==> src/rtl/exec_dispatch.sv <==
// Execute dispatch: decodes one RV32 instruction, issues latched operands to one of NUM_FU
// variable-latency functional units and holds the result for writeback.
module exec_dispatch #(
  parameter int unsigned XLEN    = 32,
  parameter int unsigned NUM_FU  = 3,
  parameter int unsigned TIMEOUT = 64
) (
  input  logic                   iCLK,
  input  logic                   iRST,
  input  logic                   iFLUSH,
  input  logic                   iVALID,
  output logic                   oREADY,
  input  logic [31:0]            iIR,
  output logic [4:0]             oRS1,
  output logic [4:0]             oRS2,
  input  logic [XLEN-1:0]        iRS1_DATA,
  input  logic [XLEN-1:0]        iRS2_DATA,
  output logic [NUM_FU-1:0]      oFU_VALID,
  output logic [XLEN-1:0]        oFU_IN1,
  output logic [XLEN-1:0]        oFU_IN2,
  output logic [3:0]             oFU_OP,
  input  logic [NUM_FU-1:0]      iFU_DONE,
  input  logic [NUM_FU*XLEN-1:0] iFU_RESULT,
  output logic                   oWB_VALID,
  input  logic                   iWB_READY,
  output logic [4:0]             oWB_RD,
  output logic                   oWB_WE,
  output logic [XLEN-1:0]        oWB_DATA,
  output logic                   oILLEGAL,
  output logic                   oTIMEOUT
);

  localparam int unsigned SelW = $clog2(NUM_FU);
  localparam int unsigned CntW = $clog2(TIMEOUT + 1);
  localparam logic [CntW-1:0] CntLast = CntW'(TIMEOUT - 1);

  typedef enum logic [1:0] {StIdle, StIssue, StWait, StHold} stateT;

  stateT             stateQ, stateD;
  logic [XLEN-1:0]   in1Q, in1D, in2Q, in2D, resultQ, resultD;
  logic [3:0]        opQ, opD;
  logic [4:0]        rdQ, rdD;
  logic [SelW-1:0]   selQ, selD;
  logic              weQ, weD, illegalQ, illegalD, timeoutQ, timeoutD;
  logic [CntW-1:0]   cntQ, cntD;

  logic [6:0]        opcode, funct7;
  logic [2:0]        funct3;
  logic [3:0]        custIdx;
  logic              decLegal, useRs1, useRs2, wrRd, opHi, decWe;
  logic [SelW-1:0]   decSel;
  logic              fuDone;
  logic [XLEN-1:0]   fuRes;
  logic              issueNow;

  assign opcode  = iIR[6:0];
  assign funct3  = iIR[14:12];
  assign funct7  = iIR[31:25];
  assign custIdx = {1'b0, funct3} + 4'd3;

  always_comb begin
    decLegal = 1'b0;
    decSel   = '0;
    useRs1   = 1'b0;
    useRs2   = 1'b0;
    wrRd     = 1'b0;
    opHi     = 1'b0;
    case (opcode)
      7'b0110011: begin
        if (funct7 == 7'h00 || funct7 == 7'h20) begin
          decLegal = 1'b1;
          useRs1   = 1'b1;
          useRs2   = 1'b1;
          wrRd     = 1'b1;
          opHi     = iIR[30];
        end else if (funct7 == 7'h01) begin
          decLegal = 1'b1;
          decSel   = SelW'(1);
          useRs1   = 1'b1;
          useRs2   = 1'b1;
          wrRd     = 1'b1;
        end
      end
      7'b0010011, 7'b0000011, 7'b1100111: begin
        decLegal = 1'b1;
        useRs1   = 1'b1;
        wrRd     = 1'b1;
        opHi     = (funct3 == 3'b101) & iIR[30];
      end
      7'b0100011: begin
        decLegal = 1'b1;
        useRs1   = 1'b1;
        useRs2   = 1'b1;
      end
      7'b1100011: begin
        decLegal = 1'b1;
        decSel   = SelW'(2);
        useRs1   = 1'b1;
        useRs2   = 1'b1;
      end
      7'b0110111, 7'b0010111, 7'b1101111: begin
        decLegal = 1'b1;
        wrRd     = 1'b1;
      end
      7'b0001011: begin
        useRs2 = 1'b1;
        if (32'(custIdx) < NUM_FU) begin
          decLegal = 1'b1;
          decSel   = SelW'(custIdx);
          wrRd     = 1'b1;
        end
      end
      default: ;
    endcase
  end

  assign decWe = decLegal & wrRd & (iIR[11:7] != 5'd0);
  assign oRS1  = (useRs1 && !iRST) ? iIR[19:15] : 5'd0;
  assign oRS2  = (useRs2 && !iRST) ? iIR[24:20] : 5'd0;

  // Only the selected FU's strobe and result slice are ever observed.
  always_comb begin
    fuDone = 1'b0;
    fuRes  = '0;
    for (int k = 0; k < NUM_FU; k++) begin
      if (selQ == SelW'(k)) begin
        fuDone = iFU_DONE[k];
        fuRes  = iFU_RESULT[k*XLEN +: XLEN];
      end
    end
  end

  always_comb begin
    stateD   = stateQ;
    in1D     = in1Q;
    in2D     = in2Q;
    opD      = opQ;
    rdD      = rdQ;
    selD     = selQ;
    weD      = weQ;
    resultD  = resultQ;
    illegalD = illegalQ;
    timeoutD = timeoutQ;
    cntD     = cntQ;
    if (iFLUSH) begin
      stateD   = StIdle;
      resultD  = '0;
      weD      = 1'b0;
      illegalD = 1'b0;
      timeoutD = 1'b0;
    end else begin
      case (stateQ)
        StIdle: begin
          if (iVALID) begin
            in1D     = iRS1_DATA;
            in2D     = iRS2_DATA;
            opD      = {opHi, funct3};
            rdD      = iIR[11:7];
            selD     = decSel;
            weD      = decWe;
            resultD  = '0;
            illegalD = ~decLegal;
            timeoutD = 1'b0;
            stateD   = decLegal ? StIssue : StHold;
          end
        end
        StIssue: begin
          cntD = '0;
          if (fuDone) begin
            resultD = fuRes;
            stateD  = StHold;
          end else begin
            stateD = StWait;
          end
        end
        StWait: begin
          if (fuDone) begin
            resultD = fuRes;
            stateD  = StHold;
          end else if (cntQ == CntLast) begin
            timeoutD = 1'b1;
            weD      = 1'b0;
            resultD  = '0;
            stateD   = StHold;
          end else begin
            cntD = cntQ + 1'b1;
          end
        end
        StHold: begin
          if (iWB_READY) stateD = StIdle;
        end
        default: stateD = StIdle;
      endcase
    end
  end

  always_ff @(posedge iCLK) begin
    if (iRST) begin
      stateQ   <= StIdle;
      in1Q     <= '0;
      in2Q     <= '0;
      opQ      <= '0;
      rdQ      <= '0;
      selQ     <= '0;
      weQ      <= 1'b0;
      resultQ  <= '0;
      illegalQ <= 1'b0;
      timeoutQ <= 1'b0;
      cntQ     <= '0;
    end else begin
      stateQ   <= stateD;
      in1Q     <= in1D;
      in2Q     <= in2D;
      opQ      <= opD;
      rdQ      <= rdD;
      selQ     <= selD;
      weQ      <= weD;
      resultQ  <= resultD;
      illegalQ <= illegalD;
      timeoutQ <= timeoutD;
      cntQ     <= cntD;
    end
  end

  // Outputs are forced low while reset is asserted, even before the registers clear.
  assign issueNow = (stateQ == StIssue) && !iFLUSH && !iRST;

  always_comb begin
    oFU_VALID = '0;
    for (int k = 0; k < NUM_FU; k++) begin
      oFU_VALID[k] = issueNow && (selQ == SelW'(k));
    end
  end

  assign oREADY    = (stateQ == StIdle) && !iRST;
  assign oWB_VALID = (stateQ == StHold) && !iRST && !iFLUSH;
  assign oFU_IN1   = iRST ? '0 : in1Q;
  assign oFU_IN2   = iRST ? '0 : in2Q;
  assign oFU_OP    = iRST ? '0 : opQ;
  assign oWB_RD    = iRST ? '0 : rdQ;
  assign oWB_WE    = iRST ? 1'b0 : weQ;
  assign oWB_DATA  = iRST ? '0 : resultQ;
  assign oILLEGAL  = iRST ? 1'b0 : illegalQ;
  assign oTIMEOUT  = iRST ? 1'b0 : timeoutQ;

endmodule

==> config.mk <==
export PLATFORM = sky130hd
export DESIGN_NAME = exec_dispatch
export DESIGN_NICKNAME = d
export VERILOG_FILES = /design/src/rtl/exec_dispatch.sv
export SDC_FILE = /design/constraint.sdc
export NUM_CORES = 1
export LEC_CHECK = 0
export ABC_CLOCK_PERIOD_IN_PS = 3100
export CAP_MARGIN = 10
export CORE_MARGIN = 4
export CORE_UTILIZATION = 30
export CTS_CLUSTER_SIZE = 14
export DETAILED_ROUTE_END_ITERATION = 12
export PLACE_DENSITY = 0.75
export SLEW_MARGIN = 5
export SYNTH_ARGS = -nofsm -noshare
export SYNTH_HDL_FRONTEND = slang
export SYNTH_SLANG_ARGS = --single-unit
==> constraint.sdc <==
create_clock -name iCLK -period 3.1 [get_ports iCLK]
set_input_delay 0.62 -clock iCLK [delete_from_list [all_inputs] [get_ports iCLK]]
set_output_delay 0.62 -clock iCLK [all_outputs]
set_load 0.05 [all_outputs]
==> results of run 1 <==
final cells by class:
cell class | count | area share (%)
Clock inverter | 14 | 1.37
Timing Repair Buffer | 353 | 34.4
Tap cell | 265 | 3.18
Inverter | 8 | 0.300
Sequential cell | 119 | 22.9
Clock buffer | 18 | 4.11
Multi-Input combinational cell | 508 | 33.8
state kept, by name, summed over array words and instances, names as in the netlist, 2 cells and up:
| signal | cells |
|---|---|
| rdQ | 5 |
| in1Q | 32 |
| stateQ | 2 |
| opQ | 4 |
| selQ | 2 |
| resultQ | 32 |
| cntQ | 7 |
| in2Q | 32 |
tightest hold or removal path, cell delays in order (launching register included):
cell	delay, ps
dfxtp_1	310
nand2_1	50
a21boi_1	50
report_power, final:
group          total (mW)  internal (mW)  switching, mW
clock network        1.89           1.12          0.768
registers            1.64           1.62         0.0201
logic               0.977          0.466          0.511
total                4.51           3.21           1.30
logic make-up (layout without fill, tap and decap cells):
family	count (synthesis)	in the layout	share of synthesized area (%)
adders and majority gates	7	7	1.44
AOI/OAI and AO/OA	215	215	26.2
buffers and inverters	71	393	4.76
muxes	33	33	5.64
xor gates and xnor gates	3	3	0.432
DFF	119	119	39.2
and+or+nand+nor	250	250	22.3
repair_timing:
action / 4_1_cts / 5_1_grt
setup endpoints to repair: 10 / 10
endpoints found under the hold margin: 0 / 0
pin swaps: 3 / 9
resized for setup: 12 / 17
setup buffers: 1 / 2
path summary, 6_finish.rpt:
check	from	to	cells after the start
min	illegalQ$_SDFFE_PP0P_	illegalQ$_SDFFE_PP0P_	2
min reg2reg	illegalQ$_SDFFE_PP0P_	illegalQ$_SDFFE_PP0P_	2
max	iIR[3]	oRS2[2]	7
max reg2reg	selQ[1]$_SDFFE_PP0P_	resultQ[22]$_SDFFE_PP0P_	6
synth_stat cells, types with 2 or more instances:
cell / count / share of area [%]
buf_1: 4 / 0.25
clkbuf_1: 46 / 2.8
nor4_1: 3 / 0.31
or3_1: 7 / 0.72
inv_1: 7 / 0.43
xnor2_1: 2 / 0.29
dfxtp_1: 119 / 39
nor3_1: 7 / 0.58
nand2b_1: 3 / 0.31
a31oi_1: 2 / 0.21
nand2_1: 77 / 4.8
o21ai_0: 39 / 3.2
o21ai_1: 2 / 0.16
buf_4: 2 / 0.25
o22a_1: 72 / 10
nor3b_1: 2 / 0.25
nand3_1: 3 / 0.25
nand4_1: 5 / 0.51
nor2_1: 9 / 0.56
mux2i_1: 32 / 5.3
nor2b_1: 112 / 12
a31o_1: 33 / 4.8
a21oi_1: 46 / 3.8
buf_2: 11 / 0.91
a21oi_2: 2 / 0.29
ha_1: 7 / 1.4
and2_1: 14 / 1.4
through the flow:
step                setup slack (ps)  TNS, ps  cells  total power, mW
global placement                -124     -979   1250             2.64
CTS                             3.85        0   1283             4.58
floorplan                      -6.11    -6.11    698             2.18
finish                          86.9        0   1285             4.51
detailed placement              -180    -1280   1250             2.65
global route                    1.39        0   1285             4.73
cell usage in the layout, fill, tap and decap left out, types with 10 or more instances in the layout:
master           Yosys  routed
a21oi_1             46      46
a31o_1              33      33
and2_4               0      10
buf_12               0      18
buf_4                2      57
clkbuf_16            0      17
clkdlybuf4s50_1      0     272
dfxtp_1            119     118
mux2i_1             32      32
nand2_1             77      77
nor2b_1            112     111
o21ai_0             39      39
o22a_1              72      72
metal layers:
layer	vias to the layer above	global-route usage (%)
met5	-	0
met4	2	3.89
met3	16	9.45
met2	258	32.5
met1	2848	20.3
li1	3094	-
==> results.json, run 1 <==
{
  "path_cells": "clkdlybuf4s50_1 -> or3b_4 -> a2111oi_4 -> a31oi_1 -> nor2_2 -> and2_4 -> buf_12",
  "ctsRootBufferMaster": "clkbuf_16",
  "finalCriticalPeriod_ps": 3010,
  "cp_slowest_cell": "clkdlybuf4s50_1",
  "grt_usage_pct": 18.6,
  "dpl_cell_area_um2": 9730,
  "io_pins": 323,
  "core_area_um2": 19700,
  "dr_wl_met3_mm": 2.73,
  "drive_gt1_share_pct": 13.9,
  "wl_met1_mm": 8.57,
  "dpl.hpwl_mm": 16.5,
  "synth.lib_cells_used.distinct": 57,
  "synth-main-ff-cell": "dfxtp_1",
  "grt.overflow.total": 0,
  "p_per_area_nw_per_um2": 433,
  "fin_util_pct": 52.9,
  "finalCritPeriodShare_pct": 97.2,
  "cts_hold_buf": 0,
  "ys_seq_area_share_pct": 39.2,
  "crit_fanout": 5,
  "syn_area_um2": 6080,
  "gp_congestion": 0.787,
  "critPathBufInv": 2,
  "avgSynthCellArea_um2": 8.71,
  "numCtsBuffers": 17,
  "fin_area_um2": 10400,
  "viasPerCell": 4.84,
  "end_kind": "primary output",
  "max_stage_delay_ps": 480,
  "setup_viol_count_final": 0,
  "outcome": "finished clean",
  "worstPathRequired_ps": 2480,
  "rows": 51,
  "drc_errors": 0,
  "yosysWarnings": 0,
  "synth_fp_nets": 905,
  "rsz0062_at_grt": "no",
  "fin_skew_ps": 12.8,
  "path_delay_family": "simple AND/OR/NAND/NOR gates",
  "grt_pass1_vias": 6462,
  "synth_seq_cells": 119,
  "ir_drop_mv": 0.358,
  "syn-instance-count": 698,
  "hold_path_class": "flop to flop",
  "fmax_mhz": 332,
  "dieHeight_um": 150,
  "critical_path_class": "primary input to primary output",
  "antenna_found_initial": 1,
  "multi_input_area_um2": 3530,
  "hold_viol": 0,
  "areaGrowthSynthToFinish_pct": 71.6,
  "start_util_pct": 30.8,
  "final-max-slew-violation-count": 0,
  "rrSetupSlack_ps": 990,
  "clock-sinks": 119,
  "clock_latency_ps": 410,
  "grt_max_degree": 75,
  "slew_headroom_pct": 55.6,
  "ctsLongestPathBuffers": 2,
  "async_flop_share_pct": 0,
  "drv_cap": 0,
  "h-tree-depth": 4,
  "nFillCells": 1767,
  "routed-wl-met2_mm": 10.5,
  "tightest_slew_ps": 664,
  "hold_slack_ps": 452,
  "drt_first_iter_violations": 168,
  "first_pass_iters": 4,
  "vias": 6218,
  "fin_nets": 1214,
  "num_antenna_cells": 0,
  "synth_edf_count": 0,
  "die_w_um": 150,
  "start_kind": "primary input",
  "seq_area_um2": 2380,
  "path_clk_slew_ps": 60,
  "p_leak_nw": 3.85,
  "wl_per_cell_um": 17.1,
  "grt_pass1_wl_mm": 33.5,
  "crit_arrival_ps": 2390,
  "routed_wl_mm": 22.0,
  "routed.top_layer": "met5",
  "die_area_um2": 22600,
  "io_buffers": 322,
  "cts_tree": "yes",
  "antenna_left": 0
}
(Power assumes the default switching activity.)
==> run 2: changes to the inputs <==
--- a/config.mk
+++ b/config.mk
@@ -8,10 +8,10 @@
 export ABC_CLOCK_PERIOD_IN_PS = 3100
 export CAP_MARGIN = 10
 export CORE_MARGIN = 4
-export CORE_UTILIZATION = 30
+export CORE_UTILIZATION = 43
 export CTS_CLUSTER_SIZE = 14
 export DETAILED_ROUTE_END_ITERATION = 12
-export PLACE_DENSITY = 0.75
+export PLACE_DENSITY = 0.95
 export SLEW_MARGIN = 5
 export SYNTH_ARGS = -nofsm -noshare
 export SYNTH_HDL_FRONTEND = slang
==> results.json, run 2 (synthesized netlist as in run 1, its figures left out) <==
{
  "outcome": "finished clean",
  "finalCriticalPeriod_ps": 3020,
  "final-max-slew-violation-count": 0,
  "p_per_area_nw_per_um2": 466,
  "clockPowerShare_pct": 45.0,
  "final_cell_mix": "clkdlybuf4s50_1, dfxtp_1, nor2b_1, buf_4, nand2_1",
  "first_pass_iters": 5,
  "setup_tns_ps": 0,
  "critical_path_class": "primary input to primary output",
  "reg_top3": "in1Q (32), in2Q (32), resultQ (32)",
  "h-tree-depth": 4,
  "viasPerCell": 5.44,
  "fin_nets": 1208,
  "tightest_slew_ps": 1140,
  "min_from": "illegalQ$_SDFFE_PP0P_",
  "ctsLongestPathBuffers": 2,
  "p_leak_nw": 3.94,
  "dpl_cell_area_um2": 9480,
  "p_sw_mw": 1.33,
  "hold_viol": 0,
  "clock-sinks": 119,
  "clock_latency_ps": 410,
  "core_area_um2": 13900,
  "min_to": "illegalQ$_SDFFE_PP0P_",
  "drive_gt1_share_pct": 17.0,
  "drv_cap": 0,
  "ctsRootBufferMaster": "clkbuf_16",
  "final_common_cell": "clkdlybuf4s50_1",
  "vias": 6498,
  "cts_tree": "yes",
  "end_kind": "primary output",
  "die_w_um": 127,
  "antenna_left": 0,
  "reg2reg_to": "resultQ[27]$_SDFFE_PP0P_",
  "wl_per_cell_um": 19.2,
  "crit_fanout": 6,
  "io_pins": 323,
  "finalCritPeriodShare_pct": 97.5,
  "grt.overflow.total": 0,
  "fin_area_um2": 10200,
  "dieHeight_um": 127,
  "final_cell_count_no_fill": 1194,
  "grt_max_degree": 64,
  "p_seq_share_pct": 34.6,
  "rrSetupSlack_ps": 640,
  "num_antenna_cells": 0,
  "grt_pass1_wl_mm": 34.5,
  "gp_congestion": 0.810,
  "slew_headroom_pct": 23.9,
  "areaGrowthSynthToFinish_pct": 68.6,
  "setup_viol_count_final": 0,
  "place_inst": 1161,
  "antenna_found_initial": 0,
  "combPwrFrac_pct": 20.4,
  "path_clk_slew_ps": 60,
  "dpl.hpwl_mm": 16.0,
  "fmax_mhz": 331,
  "rows": 43,
  "drc_errors": 0,
  "io_buffers": 322,
  "min_path_cells": 2,
  "start_kind": "primary input",
  "start_util_pct": 43.8,
  "p_int_mw": 3.44,
  "grt_usage_pct": 26.9,
  "ir_drop_mv": 0.502,
  "crit_arrival_ps": 2400,
  "drt_first_iter_violations": 426,
  "p_total_mw": 4.77,
  "die_area_um2": 16100,
  "r2r_start": "cntQ[0]$_SDFFE_PP0P_",
  "routed_wl_mm": 22.9,
  "rsz0062_at_grt": "no",
  "numCtsBuffers": 17,
  "grt_pass1_vias": 6593,
  "fin_skew_ps": 6.85,
  "switching_share_pct": 27.9,
  "hold_path_class": "flop to flop",
  "worstPathRequired_ps": 2480,
  "reg2reg_depth": 6
}
[run 2: cell count changes in the layout (fill, tap and decap cells not counted), sizes merged]
cell	change
clkdlybuf4s50	-33
buf	+27
bufinv	+3
clkinvlp	-3
clkdlybuf4s15	-1
clkinv	+1
[run 2: through the flow]
step           setup WS (ps)  hold slack, ps  util [%]
2_1_floorplan          -6.11             430         -
3_3_place_gp            -111             442      68.3
3_5_place_dp            -196             457      68.3
4_1_cts                 17.7             465      73.4
5_1_grt                 48.9             482      73.8
6_report                76.8             462      73.8
[run 2: metal layers]
metal	global-route usage (%)	wire length, µm	up-vias
met1	28.3	8260	3022
li1	-	-	3089
met2	48.6	11700	325
met3	8.93	2190	62
met5	0	0	-
met4	12.2	798	0
[run 2: worst max-delay path by stage]
| stage | start | to | slack, ps | cells past startpoint |
|---|---|---|---|---|
| 6_report | iIR[2] | oRS1[1] | 80 | 7 |
| 5_1_grt | iIR[0] | oRS2[4] | 50 | 7 |
| 4_1_cts | iIR[26] | oRS1[0] | 20 | 7 |
| 3_5_place_dp | iIR[6] | oRS1[0] | -200 | 7 |
| 3_3_place_gp | iIR[6] | oRS1[2] | -110 | 7 |
| 2_1_floorplan | iRST | oFU_VALID[0] | -6 | 5 |
[run 2: layout make-up]
class	count	area [µm²]
Fill cell	932	3640
Multi-Input combinational cell	508	3530
Timing Repair Buffer	347	3430
Sequential cell	119	2380
Clock buffer	17	425
Tap cell	180	225
Clock inverter	15	218
Inverter	8	31.3
[run 2: power by group through the flow]
stage	clock, mW	sequential, mW	combinational [mW]
after detailed placement	0	1.68	0.950
final	2.15	1.65	0.976
after global placement	0	1.67	0.934
after CTS	2.18	1.65	0.970
after floorplan	0	1.67	0.506
after global routing	2.25	1.66	1.03
[run 2: critical path: stages]
cell             delay [ps]
clkdlybuf4s50_1         500
buf_4                   180
nand4b_1                170
a211o_4                 400
a21oi_4                 210
and2_4                  190
buf_12                  130
[run 2: repair_timing]
item / in CTS / in global routing
pin swaps: 3 / 8
gates resized for setup: 19 / 14
setup endpoints to repair: 10 / 10
buffers inserted: 0 / 1
hold endpoints to repair: 0 / 0
hold buffers: 0 / 0
==> run 3: changes to the inputs <==
--- a/config.mk
+++ b/config.mk
@@ -5,13 +5,13 @@
 export SDC_FILE = /design/constraint.sdc
 export NUM_CORES = 1
 export LEC_CHECK = 0
-export ABC_CLOCK_PERIOD_IN_PS = 3100
+export ABC_CLOCK_PERIOD_IN_PS = 2400
 export CAP_MARGIN = 10
 export CORE_MARGIN = 4
-export CORE_UTILIZATION = 43
+export CORE_UTILIZATION = 36
 export CTS_CLUSTER_SIZE = 14
 export DETAILED_ROUTE_END_ITERATION = 12
-export PLACE_DENSITY = 0.95
+export PLACE_DENSITY = 0.89
 export SLEW_MARGIN = 5
 export SYNTH_ARGS = -nofsm -noshare
 export SYNTH_HDL_FRONTEND = slang
==> constraint.sdc (replaced) <==
create_clock -name iCLK -period 2.4 [get_ports iCLK]
set_input_delay 0.48 -clock iCLK [delete_from_list [all_inputs] [get_ports iCLK]]
set_output_delay 0.48 -clock iCLK [all_outputs]
set_load 0.05 [all_outputs]
==> results.json, run 3 (synthesized netlist as in run 1, its figures left out) <==
{
  "dieHeight_um": 138,
  "rsz0062_at_grt": "yes",
  "place_inst": 1215,
  "cp_common_cell": "buf_6",
  "p_seq_share_pct": 34.8,
  "drt_first_iter_violations": 272,
  "p_per_area_nw_per_um2": 559,
  "fin_skew_ps": 9.33,
  "grt_usage_pct": 21.7,
  "drive_gt1_share_pct": 24.3,
  "fin_ws_ps": -143,
  "dpl_cell_area_um2": 10100,
  "combPwrFrac_pct": 22.6,
  "rows": 47,
  "outcome": "complete, but fails checks",
  "final_cell_count_no_fill": 1260,
  "fmax_mhz": 393,
  "clockPowerShare_pct": 42.6,
  "tightest_slew_ps": 420,
  "dpl.hpwl_mm": 16.7,
  "h-tree-depth": 4,
  "rrSetupSlack_ps": 410,
  "grt_pass1_vias": 6406,
  "crit_arrival_ps": 2060,
  "clock-sinks": 119,
  "worstPathRequired_ps": 1920,
  "hold_viol": 0,
  "p_int_mw": 4.37,
  "switching_share_pct": 28.5,
  "ctsLongestPathBuffers": 2,
  "cts_tree": "yes",
  "io_buffers": 322,
  "setup_tns_ps": -1220,
  "die_w_um": 138,
  "grt_pass1_wl_mm": 32.4,
  "slew_headroom_pct": 72.0,
  "vias": 6543,
  "finalCritPeriodShare_pct": 106,
  "ctsRootBufferMaster": "clkbuf_16",
  "p_leak_nw": 4.26,
  "cts_hold_buf": 0,
  "reg_top3": "in1Q (32), in2Q (32), resultQ (32)",
  "antenna_left": 0,
  "setup_viol_count_final": 10,
  "hold_slack_ps": 418,
  "cp_slowest_cell": "or3_4",
  "num_antenna_cells": 0,
  "areaGrowthSynthToFinish_pct": 80.0,
  "numCtsBuffers": 17,
  "p_sw_mw": 1.74,
  "start_kind": "primary input",
  "p_total_mw": 6.11,
  "grt_max_degree": 63,
  "first_pass_iters": 4,
  "violations": "negative setup slack",
  "max_stage_delay_ps": 380,
  "hold_path_class": "primary input to flop",
  "finalCriticalPeriod_ps": 2540,
  "drv_cap": 0,
  "nFillCells": 1258,
  "final_cell_mix": "clkdlybuf4s50_1, dfxtp_1, nor2b_1, buf_4, nand2_1",
  "critical_path_class": "primary input to primary output",
  "drc_errors": 0,
  "end_kind": "primary output",
  "antenna_found_initial": 1,
  "routed_wl_mm": 22.5,
  "die_area_um2": 19000,
  "final_common_cell": "clkdlybuf4s50_1",
  "grt.overflow.total": 0,
  "viasPerCell": 5.19,
  "io_pins": 323,
  "fin_nets": 1234,
  "clock_latency_ps": 410,
  "path_clk_slew_ps": 60,
  "crit_fanout": 5,
  "path_cells": "buf_6 -> buf_6 -> buf_6 -> or3_4 -> a211o_4 -> a21oi_4 -> and2_4 -> buf_12",
  "start_util_pct": 36.6,
  "ir_drop_mv": 0.511,
  "core_area_um2": 16600,
  "final-max-slew-violation-count": 0,
  "gp_congestion": 0.819,
  "fin_area_um2": 10900,
  "wl_per_cell_um": 17.8
}
-- run 3: cell types whose count changed in the layout (fill, tap and decap cells not counted), sizes merged, moves of 3 or more --
cell | before | now
clkdlybuf4s50 | 239 | 188
clkinv | 6 | 3
buf | 102 | 178
clkinvlp | 0 | 3
-- run 3: stage by stage --
step / setup WS [ps] / util (%)
finish: -143 / 66.0
global route: -204 / 66.0
CTS: -208 / 65.5
detailed placement: -533 / 60.8
global placement: -465 / 60.8
floorplan: -73.9 / -
-- run 3: metal layers --
metal  vias to the layer above  GRT usage (%)  part of all wire [%]
li1                       3139              -                     -
met1                      3078           22.6                    36
met4                         0           7.90                   2.6
met3                        41           8.16                    11
met5                         -              0                     0
met2                       285           39.7                    51
-- run 3: path summary, 6_finish.rpt --
path	startpoint	end	cells after the start
hold reg to reg	illegalQ$_SDFFE_PP0P_	illegalQ$_SDFFE_PP0P_	2
setup reg to reg	cntQ[0]$_SDFFE_PP0P_	resultQ[1]$_SDFFE_PP0P_	7
hold / removal	iRST	cntQ[1]$_SDFFE_PP0P_	2
setup / recovery	iIR[6]	oRS1[2]	8
-- run 3: layout make-up --
type	instances	area (µm²)	share of cell area (%)
clock buffer	18	439	4.02
clock inverter	14	164	1.50
inverter	8	31.3	0.286
multi-input combinational	508	3570	32.6
sequential	119	2380	21.8
tap	220	275	2.52
timing repair buffer	373	4070	37.2
-- run 3: repair_timing --
item	CTS	global route
setup endpoints to repair	10	13
setup buffers	11	4
pin swaps	17	16
gates resized for setup	51	16
gates cloned	0	0
-- run 3: worst max-delay path, delay by kind of cell --
family / cells / cell delay (ps)
AND/OR/NAND/NOR: 2 / 570
AO/OA/AOI/OAI: 2 / 560
buffers and inverters: 4 / 450
-- run 3: power by group through the flow --
stage	Sequential (mW)	Clock (mW)	Combinational, mW
floorplan	2.16	0	0.655
global placement	2.16	0	1.33
detailed placement	2.17	0	1.36
CTS	2.13	2.64	1.38
global route	2.14	2.73	1.46
finish	2.13	2.60	1.38
